## src/rtl/mem_port_arbiter_if.sv

```systemverilog
// Purpose: bundles the fetch port, data port and memory port of the arbiter, plus the abort flag.
// Latency: wires only, so it adds no cycles.
// Backpressure: none of its own. Requesters hold req until ack, and the memory finishes an access with a one-cycle m_ack.
// Ports: i_* is the instruction-fetch requester, d_* is the data requester, m_* is the single-port memory, err is the abort flag.
// Modports: master is the arbiter side (drives acks, read data, memory strobes and err). slave is the environment side.
interface mem_port_arbiter_if #(
    parameter int ADDR_W = 10,
    parameter int DATA_W = 32
);
    logic              i_req;
    logic [ADDR_W-1:0] i_addr;
    logic [DATA_W-1:0] i_rdata;
    logic              i_ack;

    logic              d_req;
    logic              d_we;
    logic [ADDR_W-1:0] d_addr;
    logic [DATA_W-1:0] d_wdata;
    logic [DATA_W-1:0] d_rdata;
    logic              d_ack;

    logic              m_en;
    logic              m_we;
    logic [ADDR_W-1:0] m_addr;
    logic [DATA_W-1:0] m_wdata;
    logic [DATA_W-1:0] m_rdata;
    logic              m_ack;

    logic              err;

    modport master (
        input  i_req, i_addr, d_req, d_we, d_addr, d_wdata, m_rdata, m_ack,
        output i_rdata, i_ack, d_rdata, d_ack, m_en, m_we, m_addr, m_wdata, err
    );

    modport slave (
        output i_req, i_addr, d_req, d_we, d_addr, d_wdata, m_rdata, m_ack,
        input  i_rdata, i_ack, d_rdata, d_ack, m_en, m_we, m_addr, m_wdata, err
    );
endinterface

```

## src/rtl/mem_port_arbiter.sv

```systemverilog
// Purpose: lets the MIPS fetch port and data port share one single-port memory, and aborts accesses that hang.
// Latency: the request is seen in IDLE at cycle t, m_en rises at t+1, m_ack comes at t+k, and ack pulses at t+k+1. Throughput is one access per k+2 cycles.
// Backpressure: a requester holds req until its ack. Only one access is in flight, and a loser of arbitration waits in IDLE.
// Ports: clk and reset (async, active-high). The bus modport master carries the i_*/d_* requester ports, the m_* memory port and err.
// Option: with ARB_RR_EN defined, simultaneous requests alternate between ports. Without it, data always beats instruction.
module mem_port_arbiter #(
    parameter int ADDR_W  = 10,
    parameter int DATA_W  = 32,
    parameter int TIMEOUT = 15
) (
    input  logic                 clk,
    input  logic                 reset,
    mem_port_arbiter_if.master   bus
);
    typedef enum logic [1:0] {IDLE, BUSY_I, BUSY_D, RESP} state_t;

    localparam logic [7:0] TIMEOUT_CNT = 8'(TIMEOUT);

    state_t            state_q, state_nxt;
    logic [7:0]        cnt_q, cnt_nxt;
    logic [7:0]        cnt_inc;
    logic              sel_d_q, sel_d_nxt;    // port being served: 1 = data
    logic              last_d_q, last_d_nxt;  // port served last: 1 = data
    logic              pick_d;

    logic              m_en_q, m_en_nxt;
    logic              m_we_q, m_we_nxt;
    logic [ADDR_W-1:0] m_addr_q, m_addr_nxt;
    logic [DATA_W-1:0] m_wdata_q, m_wdata_nxt;
    logic [DATA_W-1:0] i_rdata_q, i_rdata_nxt;
    logic [DATA_W-1:0] d_rdata_q, d_rdata_nxt;
    logic              i_ack_q, i_ack_nxt;
    logic              d_ack_q, d_ack_nxt;
    logic              err_q, err_nxt;

    assign cnt_inc = cnt_q + 8'd1;

`ifdef ARB_RR_EN
    // On a tie, the port that was not served last wins. After reset the data port wins first.
    assign pick_d = bus.d_req && (!bus.i_req || !last_d_q);
`else
    // Data wins every tie, because a stalled MEM stage freezes the whole pipeline.
    assign pick_d = bus.d_req;
`endif

    always_ff @(posedge clk or posedge reset) begin
        if (reset) begin
            state_q   <= IDLE;
            cnt_q     <= 8'd0;
            sel_d_q   <= 1'b0;
            last_d_q  <= 1'b0;
            m_en_q    <= 1'b0;
            m_we_q    <= 1'b0;
            m_addr_q  <= '0;
            m_wdata_q <= '0;
            i_rdata_q <= '0;
            d_rdata_q <= '0;
            i_ack_q   <= 1'b0;
            d_ack_q   <= 1'b0;
            err_q     <= 1'b0;
        end else begin
            state_q   <= state_nxt;
            cnt_q     <= cnt_nxt;
            sel_d_q   <= sel_d_nxt;
            last_d_q  <= last_d_nxt;
            m_en_q    <= m_en_nxt;
            m_we_q    <= m_we_nxt;
            m_addr_q  <= m_addr_nxt;
            m_wdata_q <= m_wdata_nxt;
            i_rdata_q <= i_rdata_nxt;
            d_rdata_q <= d_rdata_nxt;
            i_ack_q   <= i_ack_nxt;
            d_ack_q   <= d_ack_nxt;
            err_q     <= err_nxt;
        end
    end

    always_comb begin
        state_nxt   = state_q;
        cnt_nxt     = cnt_q;
        sel_d_nxt   = sel_d_q;
        last_d_nxt  = last_d_q;
        m_en_nxt    = m_en_q;
        m_we_nxt    = m_we_q;
        m_addr_nxt  = m_addr_q;
        m_wdata_nxt = m_wdata_q;
        i_rdata_nxt = i_rdata_q;
        d_rdata_nxt = d_rdata_q;
        i_ack_nxt   = 1'b0;
        d_ack_nxt   = 1'b0;
        err_nxt     = 1'b0;

        unique case (state_q)
            IDLE: begin
                if (bus.i_req || bus.d_req) begin
                    cnt_nxt   = 8'd0;
                    m_en_nxt  = 1'b1;
                    sel_d_nxt = pick_d;
                    if (pick_d) begin
                        m_we_nxt    = bus.d_we;
                        m_addr_nxt  = bus.d_addr;
                        m_wdata_nxt = bus.d_wdata;
                        state_nxt   = BUSY_D;
                    end else begin
                        m_we_nxt    = 1'b0;
                        m_addr_nxt  = bus.i_addr;
                        m_wdata_nxt = '0;
                        state_nxt   = BUSY_I;
                    end
                end
            end

            BUSY_I, BUSY_D: begin
                cnt_nxt = cnt_inc;
                // The ack is registered here, so it shows up during RESP.
                // If m_ack lands on the timeout cycle, it counts as a normal completion.
                if (bus.m_ack) begin
                    m_en_nxt  = 1'b0;
                    state_nxt = RESP;
                    if (state_q == BUSY_D) begin
                        d_rdata_nxt = bus.m_rdata;
                        d_ack_nxt   = 1'b1;
                    end else begin
                        i_rdata_nxt = bus.m_rdata;
                        i_ack_nxt   = 1'b1;
                    end
                end else if (cnt_inc == TIMEOUT_CNT) begin
                    m_en_nxt  = 1'b0;
                    err_nxt   = 1'b1;
                    state_nxt = RESP;
                    if (state_q == BUSY_D) begin
                        d_rdata_nxt = '0;
                        d_ack_nxt   = 1'b1;
                    end else begin
                        i_rdata_nxt = '0;
                        i_ack_nxt   = 1'b1;
                    end
                end
            end

            RESP: begin
                // Requests are not looked at here, so a requester may drop or change req during its ack cycle.
                last_d_nxt = sel_d_q;
                state_nxt  = IDLE;
            end

            default: state_nxt = IDLE;
        endcase
    end

    assign bus.m_en    = m_en_q;
    assign bus.m_we    = m_we_q;
    assign bus.m_addr  = m_addr_q;
    assign bus.m_wdata = m_wdata_q;
    assign bus.i_rdata = i_rdata_q;
    assign bus.d_rdata = d_rdata_q;
    assign bus.i_ack   = i_ack_q;
    assign bus.d_ack   = d_ack_q;
    assign bus.err     = err_q;
endmodule

```

## src/flat_wrapper.sv

```systemverilog
// flat-port wrapper written by rule: the top's interface ports become plain ports
module mem_port_arbiter_flat 
#(
    parameter int ADDR_W  = 10,
    parameter int DATA_W  = 32,
    parameter int TIMEOUT = 15
)
  (clk, reset, bus_i_req, bus_i_addr, bus_d_req, bus_d_we, bus_d_addr, bus_d_wdata, bus_m_rdata, bus_m_ack, bus_i_rdata, bus_i_ack, bus_d_rdata, bus_d_ack, bus_m_en, bus_m_we, bus_m_addr, bus_m_wdata, bus_err);
  mem_port_arbiter_if #(.ADDR_W(ADDR_W), .DATA_W(DATA_W)) bus_i ();
  input  logic clk;
  input  logic reset;
  input wire logic [$bits(bus_i.i_req)-1:0] bus_i_req;
  input wire logic [$bits(bus_i.i_addr)-1:0] bus_i_addr;
  input wire logic [$bits(bus_i.d_req)-1:0] bus_d_req;
  input wire logic [$bits(bus_i.d_we)-1:0] bus_d_we;
  input wire logic [$bits(bus_i.d_addr)-1:0] bus_d_addr;
  input wire logic [$bits(bus_i.d_wdata)-1:0] bus_d_wdata;
  input wire logic [$bits(bus_i.m_rdata)-1:0] bus_m_rdata;
  input wire logic [$bits(bus_i.m_ack)-1:0] bus_m_ack;
  output wire logic [$bits(bus_i.i_rdata)-1:0] bus_i_rdata;
  output wire logic [$bits(bus_i.i_ack)-1:0] bus_i_ack;
  output wire logic [$bits(bus_i.d_rdata)-1:0] bus_d_rdata;
  output wire logic [$bits(bus_i.d_ack)-1:0] bus_d_ack;
  output wire logic [$bits(bus_i.m_en)-1:0] bus_m_en;
  output wire logic [$bits(bus_i.m_we)-1:0] bus_m_we;
  output wire logic [$bits(bus_i.m_addr)-1:0] bus_m_addr;
  output wire logic [$bits(bus_i.m_wdata)-1:0] bus_m_wdata;
  output wire logic [$bits(bus_i.err)-1:0] bus_err;
  assign bus_i.i_req = bus_i_req;
  assign bus_i.i_addr = bus_i_addr;
  assign bus_i.d_req = bus_d_req;
  assign bus_i.d_we = bus_d_we;
  assign bus_i.d_addr = bus_d_addr;
  assign bus_i.d_wdata = bus_d_wdata;
  assign bus_i.m_rdata = bus_m_rdata;
  assign bus_i.m_ack = bus_m_ack;
  assign bus_i_rdata = bus_i.i_rdata;
  assign bus_i_ack = bus_i.i_ack;
  assign bus_d_rdata = bus_i.d_rdata;
  assign bus_d_ack = bus_i.d_ack;
  assign bus_m_en = bus_i.m_en;
  assign bus_m_we = bus_i.m_we;
  assign bus_m_addr = bus_i.m_addr;
  assign bus_m_wdata = bus_i.m_wdata;
  assign bus_err = bus_i.err;
  mem_port_arbiter #(.ADDR_W(ADDR_W), .DATA_W(DATA_W), .TIMEOUT(TIMEOUT)) u_core (.clk(clk), .reset(reset), .bus(bus_i));
endmodule
```

## config.mk

```make
export PLATFORM = sky130hd
export DESIGN_NAME = mem_port_arbiter_flat
export DESIGN_NICKNAME = d
export VERILOG_FILES = /design/src/rtl/mem_port_arbiter_if.sv /design/src/rtl/mem_port_arbiter.sv /design/src/flat_wrapper.sv
export SDC_FILE = /design/constraint.sdc
export NUM_CORES = 1
export LEC_CHECK = 0
export ABC_AREA = 0
export CORE_UTILIZATION = 25
export DETAILED_ROUTE_END_ITERATION = 6
export GPL_TIMING_DRIVEN = 0
export SKIP_LAST_GASP = 1
export SLEW_MARGIN = 20
export SYNTH_ARGS = -nofsm -noshare
export SYNTH_HDL_FRONTEND = slang
export SYNTH_SLANG_ARGS = --single-unit
```

## constraint.sdc

```tcl
create_clock -name clk -period 4 [get_ports clk]
set_input_delay 0.8 -clock clk [delete_from_list [all_inputs] [get_ports clk]]
set_output_delay 0.8 -clock clk [all_outputs]
set_load 0.02 [all_outputs]
```

After elaboration in Yosys (flattened, before gate mapping). Index checks and enable logic that the tools add are counted.

Register bits after elaboration: 121. Bits in latches: 0. Bits in writable memories: 0. Bits in read-only memories: 0. Bits of input ports: 90. Output and inout port bits: 111. Logic and storage cells: 63. Memories: 0.

Add/sub/neg operators: 1. Multipliers: 0. Div/mod/pow operators: 0. Order comparisons: 0. Equality and inequality tests: 6. Shift-type cells: 0. Mux-type cells: 33. Bitwise gates (word level): 1. Reductions and logical operators: 11.

Operators with widths (count): $mux 32 (9); $pmux 8 s2 (1); $mux 1 (15); $mux 10 (1); $reduce_and 3->1 (3); $add 8x1->8 const B (1); $eq 8x4->1 const B (1); $mux 2 (4); $mux 8 (1); $pmux 2 s3 (1); $reduce_and 2->1 (3); $eq 2x2->1 const B (2); $reduce_bool 2->1 (2); $ne 3x2->1 const B (1); $eq 2x1->1 const B (1); $logic_not 2->1 (1); $ne 2x1->1 const B (1); $pmux 1 s2 (1); $reduce_or 2->1 (1); $logic_or 1x1->1 (1); $not 1->1 (1).

Logic depth before layout (Yosys ltp). Gate-level depths: netlist of the first run.

Word-level depth: 5. Gate-level depth with buffers: 8. Depth with buffers taken out: 6.

Least setup slack after synthesis of the first run. No wires, ideal clock.

Path type: input -> register. Start: input bus_d_req. End: register u_core.m_wdata_q[0], in the netlist u_core.bus.m_wdata[0]. Library setup time: 66 ps. Arrival time: 1651 ps. Data required time: 3934 ps. Path slack: 2283 ps. Stages on the path: 4. Buffers on the path: 2. Path through: o21ai_1 clkbuf_1 buf_1 a22o_1.

Longest elaborated chain between the ends: 2. Elaborated cells on any way between the ends: 3. Classes of those cells: 1 x mux; 2 x reduce/logical.

RTL lines: start, declared (RTL line flat_wrapper.sv:14) `input wire logic [$bits(bus_i.d_req)-1:0] bus_d_req;`; $logic_or 1x1->1 (RTL line mem_port_arbiter.sv:95) `if (bus.i_req || bus.d_req) begin`; $reduce_and 2->1 (no line); end signal, assigned (RTL line mem_port_arbiter.sv:69) `m_wdata_q <= m_wdata_nxt;`; end, declared (RTL line mem_port_arbiter.sv:29) `logic [DATA_W-1:0] m_wdata_q, m_wdata_nxt;`.

Parallel ways exist; a longest one is shown, timed or not. A chain may end at the register's enable or synchronous reset.

Worst setup path in the final report of the first run.
Start: input bus_d_req. End: register u_core.m_wdata_q[15], in the netlist u_core.bus.m_wdata[15].

The elaborated chain is that of the path after synthesis.

==> results of run 1 <==
## cell families (layout without fill, tap and decap cells)
kind of cell	after synthesis	in the layout
compound gates	257	257
xor+xnor	4	4
fa+ha+maj	4	4
buf+inv	69	307
flops	121	121
mux	11	11
simple gates	176	176
## sequential cells by signal (all words and copies together), names as in the netlist
| signal | count |
|---|---|
| u_core.bus.m_wdata | 32 |
| u_core.cnt_q | 8 |
| u_core.bus.m_en | 1 |
| u_core.bus.d_rdata | 32 |
| u_core.bus.m_we | 1 |
| u_core.bus.d_ack | 1 |
| u_core.bus.i_ack | 1 |
| u_core.bus.m_addr | 10 |
| u_core.bus.i_rdata | 32 |
| u_core.bus.err | 1 |
| u_core.state_q | 2 |
## cells in the mapped netlist (all sizes together), types with 4 or more instances
| cell type | number | share of area |
|---|---|---|
| mux2i | 11 | 0.018 |
| nand2 | 87 | 0.053 |
| nor2 | 6 | 0.0037 |
| inv | 7 | 0.0043 |
| a21boi | 64 | 0.078 |
| ha | 4 | 0.0082 |
| a22o | 33 | 0.047 |
| nand3 | 4 | 0.0061 |
| nor2b | 65 | 0.066 |
| a31oi | 64 | 0.065 |
| clkbuf | 44 | 0.028 |
| dfrtp | 121 | 0.49 |
| o21ai | 84 | 0.071 |
| nand2b | 4 | 0.0041 |
| buf | 18 | 0.020 |
## per-stage QoR
step / hold slack (ns) / instances / cell area (sq um)
2_1_floorplan: 0.4929 / 642 / 6128
4_1_cts: 0.4839 / 1199 / 9333
3_3_place_gp: 0.4605 / 1161 / 8529
5_1_grt: 0.5113 / 1199 / 9333
3_5_place_dp: 0.4704 / 1167 / 8695
6_report: 0.4840 / 1199 / 9333
## power by group through the flow
stage          clock, mW  combinational (mW)  sequential (mW)
2_1_floorplan          0                1.91             2.71
3_3_place_gp           0                4.27             2.17
3_5_place_dp           0                4.33             2.16
4_1_cts             1.71                4.35             2.17
5_1_grt             1.77                4.72             2.24
6_report            1.68                4.32             2.17
## placed cells by master, fill, tap and decap left out, types with 4 or more instances in the layout
cell type,netlist,layout
a21boi_0,64,64
clkbuf_1,41,42
bufinv_16,0,4
buf_16,0,6
clkbuf_16,0,17
clkinvlp_4,0,4
clkinv_4,0,5
a31oi_1,64,64
nor2_1,6,6
ha_1,4,4
o21ai_0,41,41
nor2b_1,65,65
o21ai_1,39,39
dfrtp_1,121,121
mux2i_1,11,11
a22o_1,33,33
buf_2,8,8
inv_1,7,6
buf_6,5,5
nand2b_1,4,4
clkdlybuf4s50_1,0,200
o21ai_2,4,4
nand2_1,87,87
## critical path, delay by kind of cell
kind	cells	cell delay (ns)
buf+inv	3	1.51
compound gates	2	0.43
## layer usage
layer	track usage	share of wire	vias to the layer above
li1	-	-	2735
met1	0.2269	0.46	2735
met2	0.2759	0.45	238
met3	0.05253	0.079	17
met4	0.05037	0.011	0
met5	0	0	-
## worst max path at each step
stage / from / to / slack (ns)
after floorplan: reset / u_core.bus.d_ack$_DFF_PP0_ / 1.72
after global placement: reset / u_core.bus.d_rdata[22]$_DFFE_PP0P_ / 0.34
after detailed placement: bus_d_req / u_core.bus.m_wdata[13]$_DFFE_PP0P_ / 1.16
after CTS: bus_d_req / u_core.bus.m_wdata[11]$_DFFE_PP0P_ / 1.60
after global routing: bus_d_req / u_core.bus.m_wdata[19]$_DFFE_PP0P_ / 1.51
final: bus_d_req / u_core.bus.m_wdata[15]$_DFFE_PP0P_ / 1.61
## layout make-up
type                    instances  area [sq um]  area share
clock inverters                13         195.2     0.02091
inverters                       7         30.03    0.003218
repair buffers                206          2167      0.2322
clock buffers                  19         442.9     0.04746
well taps                     319         399.1     0.04277
multi-input cells             452          2779      0.2978
plain buffers                  62         291.5     0.03124
flip-flops and latches        121          3028      0.3244
==> metrics, run 1 <==
number of synthesized flops with an enable pin=0; initial antenna violation count=0; data arrival time of the critical path=roughly 2.8 ns; placeable core area=23750 sq um; post-detail-place hpwl=15180 um; proportion of power drawn by the clock network=0.205; share of flip-flops with an asynchronous set or reset after synthesis=1.000; final total power=8.166 mW; flop2flop setup slack=1.90 ns; number of cells traversed by the worst hold path=2; Comb pwr share=0.529; cells traversed along the worst timing path=clkdlybuf4s50_1 > o21ai_1 > clkbuf_1 > buf_1 > a22o_1; global-route wire length before repair=32960 um; accumulated negative setup slack=0 ns; nets in the synthesized netlist=736; Final Hold Fails=0; achievable frequency=418.3 MHz; depth of the CTS H-tree=4; total net switching power=around 3.4 mW; path type of the worst min-delay path=flip-flop to flip-flop; IR Drop Worst-Case VDD=0.0003758 V; number of iterations in the first detailed-routing pass=5; startpoint of the worst-slack reg-to-reg timing path=u_core.state_q[1]$_DFFE_PP0P_; final routed wire length divided by cell count=between 15 and 20 um; Lkg Pwr=about 3.7 nW; global routing usage summed across all routing layers=0.1738; NumNets Final=between 900 and 1k; CP Capture Type=flip-flop; sequential cell area fraction in the yosys report=0.4944; effective utilization at floorplan=0.2578; highest net fanout along the worst path=10; placer's final routability congestion estimate=0.7523; final worst-path cycle share=0.5977; Post-CTS Hold Buffers=0; R2R cell count=7; Std-Cell Rows=56; IO Port Bufs=200; main combinational cell family by area after synthesis=compound AO/OA/AOI/OAI gates; maximum capacitance violations=0; Avg Cell Area, Syn=9.540 sq um; maximum single-stage delay on the critical path=0.57 ns; pin count of the biggest net entering global routing=22; Synth Flop Type=dfrtp_1; worst setup skew after layout=0.01003 ns; minimum setup slack in the final design=around 1.6 ns; path type of the worst setup path=input port to flip-flop; worst slew margin relative to its limit=0.5717; setup repair after global routing missed its margin=false; cell-internal power=4.736 mW; Clock Latency Late Sink=0.42 ns; Power Dens Cells=875.0 nW/um^2; I/O pin cnt=201; proportion of layout cells with a drive suffix above 1=0.07159; height of the chip=158.5 um; xor/xnor share of the synthesized area=0.006946; startpoint of the lowest-slack hold path=u_core.bus.m_addr[9]$_DFFE_PP0P_; DRC violations left=0; die width=158.5 um; Synth warnings=0; post-placement setup slack=around 1.2 ns; number of vias after detailed routing=approximately 5.7k; final critical path time including I/O delays and setup=2.391 ns; clock tree from TritonCTS=yes; result of the run=finished clean; remaining global-route overflow=0; Synth Instances=642; fraction of the mapped netlist area in simple logic gates=0.1434; Slowest-stage cell, CP=clkdlybuf4s50_1; end point of the most critical hold path=u_core.bus.m_addr[9]$_DFFE_PP0P_; number of max-slew violations in the final report=0; sort of element at the start of the critical path=input port; clock transition at the registers of the reported paths=0.06 ns; worst-margin pin slew=approximately 0.64 ns; number of register bits inferred by synthesis=121; Die Outline Area=25130 sq um; clock tree sinks=~120; violation count after the first detailed-routing iteration=287; mux share of post-synthesis cell area=0.01798; Area Growth Syn to Fin=52.38%; CTS max path bufs=2; Required @ worst endpoint=4.36 ns; Adder-Cell Fraction of Synth Area=0.008172; synthesized-area fraction occupied by ao, oa, aoi and oai cells=0.2772; Unique masters post-synth=40; part of the power in registers=0.266; number of inserted diodes=0; CTS Root Buffer Type=clkbuf_16; switching fraction of total power=0.4200; PostCTS Resize Cnt=0; setup violators final=0; final-layout fill cell count=2380; ANT nets after route=0; total length of routed wires=~21000 um; number of global-route vias before repair=around 5.8k; routed via count divided by cell count=4.775; endpoint of the lowest-slack register-to-register path=u_core.bus.d_rdata[11]$_DFFE_PP0P_; Post-CTS Setup Bufs=0; final cell utilization of the core=0.3929; mapped cell area=6125 sq um; number of buffers added by the clock tree synthesis step=17
Power figures use the tool's default switching activity.
==> run 2: changes to the inputs <==
==> constraint.sdc (replaced) <==
create_clock -name clk -period 2.3 [get_ports clk]
set_input_delay 0.46 -clock clk [delete_from_list [all_inputs] [get_ports clk]]
set_output_delay 0.46 -clock clk [all_outputs]
set_load 0.02 [all_outputs]
==> results of run 2 <==
The final DEF is identical to that of run 1. Status: finished clean.
Main changes from that run: setup slack after placement 1.159 ns -> -0.2012 ns; setup slack after layout 1.609 ns -> 0.1994 ns; hold slack 0.4840 ns -> 0.3932 ns; start point of the critical path bus_d_req -> u_core.state_q[1]$_DFFE_PP0P_; end point of the critical path u_core.bus.m_wdata[15]$_DFFE_PP0P_ -> u_core.bus.d_rdata[11]$_DFFE_PP0P_; register-to-register setup slack 1.90 ns -> 0.20 ns; total power 8.166 mW -> 14.20 mW; worst IR drop on VDD 0.0003758 V -> 0.0006535 V
==> run 3: changes to the inputs <==
--- a/config.mk
+++ b/config.mk
@@ -9,6 +9,8 @@
 export CORE_UTILIZATION = 25
 export DETAILED_ROUTE_END_ITERATION = 6
 export GPL_TIMING_DRIVEN = 0
+export PLACE_DENSITY = 0.57
+export SKIP_CTS_REPAIR_TIMING = 1
 export SKIP_LAST_GASP = 1
 export SLEW_MARGIN = 20
 export SYNTH_ARGS = -nofsm -noshare
==> run 3 against run 2 <==
- core utilization is 0.42 points lower
- global-route usage rose by 0.13 points
- die area unchanged
- critical path depth unchanged
- hold slack better by 0.027 ns
- flip-flop and latch count stayed put
- power down 0.87%
- cell count fell by 0.17%
- sequential power barely moved
- critical endpoint is now u_core.bus.i_rdata[1]$_DFFE_PP0P_
==> metrics, run 3 (synthesis gave the netlist of run 1 again) <==
global routing usage summed across all routing layers=0.1751; number of inserted diodes=0; die width=158.5 um; number of vias after detailed routing=5715; placeable core area=23750 sq um; Required @ worst endpoint=2.60 ns; worst-margin pin slew=0.6501 ns; clock tree sinks=~120; data arrival time of the critical path=2.38 ns; setup violators final=0; clock transition at the registers of the reported paths=0.07 ns; global-route wire length before repair=between 30000 and 40000 um; number of iterations in the first detailed-routing pass=4; Power Dens Cells=1525 nW/um^2; area after detailed placement=about 8600 sq um; cells traversed along the worst timing path=ha_1 > inv_1 > clkbuf_1 > clkbuf_1 > a21boi_0 > a31oi_1 > nand2_1; IR Drop Worst-Case VDD=0.0006107 V; sort of element at the start of the critical path=flip-flop; Std-Cell Rows=56; worst slew margin relative to its limit=0.5666; effective utilization at floorplan=0.2578; routed via count divided by cell count=4.774; CP Capture Type=flip-flop; sequential standard cell area=approximately 3000 sq um; maximum capacitance violations=0; achievable frequency=between 400 and 500 MHz; final-layout fill cell count=2399; placer's final routability congestion estimate=0.7566; Post-Layout Inst Area=9234 sq um; Final Hold Fails=0; DRC violations left=0; post-detail-place hpwl=15030 um; initial antenna violation count=1; CTS Root Buffer Type=clkbuf_16; WHS=0.4205 ns; Area Growth Syn to Fin=50.77%; clock tree from TritonCTS=yes; total length of routed wires=21180 um; maximum single-stage delay on the critical path=0.46 ns; proportion of layout cells with a drive suffix above 1=0.07175; final routed wire length divided by cell count=~18 um; most frequent cells in the layout=clkdlybuf4s50_1, dfrtp_1, nand2_1; NumNets Final=959; path type of the worst setup path=flip-flop to flip-flop; number of max-slew violations in the final report=0; violation count after the first detailed-routing iteration=298; highest net fanout along the worst path=10; height of the chip=158.5 um; Clock Latency Late Sink=0.43 ns; I/O pin cnt=around 200; pin count of the biggest net entering global routing=31; Most Frequent Cell on Critical Path=clkbuf_1; accumulated negative setup slack=0 ns; Slowest-stage cell, CP=clkbuf_1; Die Outline Area=25130 sq um; area occupied by multi-input gates=2779 sq um; setup repair after global routing missed its margin=false; final cell utilization of the core=0.3887; number of buffers added by the clock tree synthesis step=17; Placed Cells=1165; leading cell type in the layout, fill and taps excluded=clkdlybuf4s50_1; final worst-path cycle share=0.9015; number of cells in the finished layout apart from fillers=1197; IO Port Bufs=200; remaining global-route overflow=0; number of global-route vias before repair=5839; Lkg Pwr=3.698 nW; path type of the worst min-delay path=input port to async pin; ANT nets after route=0; CTS max path bufs=2; final critical path time including I/O delays and setup=2.073 ns; worst setup skew after layout=around 0.0065 ns; depth of the CTS H-tree=4; result of the run=finished clean
==> run 3: cell count changes in the layout (fill, tap and decap cells not counted) <==
cell	previous run	this run
buf_12	0	3
buf_16	6	1
bufinv_16	4	3
clkbuf_1	42	40
clkbuf_2	3	4
clkbuf_8	1	0
clkinv_4	5	4
clkinvlp_4	4	5
inv_6	1	4
==> run 3: path summary, 6_finish.rpt <==
| kind | start | cells after the start | to | slack (ns) |
|---|---|---|---|---|
| max | u_core.state_q[1]$_DFFE_PP0P_ | 7 | u_core.bus.i_rdata[1]$_DFFE_PP0P_ | 0.23 |
| min | reset | 2 | u_core.bus.m_wdata[3]$_DFFE_PP0P_ | 0.42 |
| max reg2reg | u_core.state_q[1]$_DFFE_PP0P_ | 7 | u_core.bus.i_rdata[1]$_DFFE_PP0P_ | 0.23 |
| min reg2reg | u_core.bus.m_addr[6]$_DFFE_PP0P_ | 2 | u_core.bus.m_addr[6]$_DFFE_PP0P_ | 0.48 |
| max in group asynchronous | reset | 5 | u_core.bus.i_rdata[14]$_DFFE_PP0P_ | 0.94 |
| min in group clk | u_core.bus.m_addr[6]$_DFFE_PP0P_ | 2 | u_core.bus.m_addr[6]$_DFFE_PP0P_ | 0.48 |
==> run 3: area by class of cell <==
type | instances | share of cell area
Sequential cell | 121 | 0.3279
Multi-Input combinational cell | 452 | 0.3009
Timing Repair Buffer | 204 | 0.2263
Clock buffer | 17 | 0.04607
Tap cell | 319 | 0.04322
Buffer | 62 | 0.03171
Clock inverter | 15 | 0.02060
Inverter | 7 | 0.003252
==> run 3: worst max-delay path, delay by kind of cell (launching register included) <==
family | cells | cell delay (ns)
AO/OA/AOI/OAI | 2 | 0.37
adder cells (fa/ha/maj) | 1 | 0.23
flip-flops | 1 | 0.40
buffers and inverters | 3 | 0.87
AND/OR/NAND/NOR | 1 | 0.08
==> run 3: where the power goes <==
part | internal [mW] | total [mW] | switching, mW | leakage [nW]
clock network | 1.72 | 2.84 | 1.11 | 0.287
logic | 3.29 | 7.48 | 4.19 | 2.01
registers | 3.09 | 3.77 | 0.681 | 1.40
total | 8.10 | 14.1 | 5.98 | 3.70
==> run 3: per-stage QoR <==
step / setup slack, ns / total power [mW]
final: 0.2265 / 14.08
after CTS: 0.1474 / 14.21
after detailed placement: -0.08567 / 11.27
after floorplan: 0.3567 / 8.037
after global routing: 0.002930 / 15.05
after global placement: -1.048 / 11.21
==> run 3: routing by layer <==
layer | vias up | track usage | part of all wire
li1 | 2735 | - | -
met1 | 2748 | 0.2233 | 0.46
met2 | 211 | 0.2746 | 0.45
met3 | 19 | 0.06478 | 0.083
met4 | 2 | 0.05220 | 0.0099
met5 | - | 0 | 0.00052
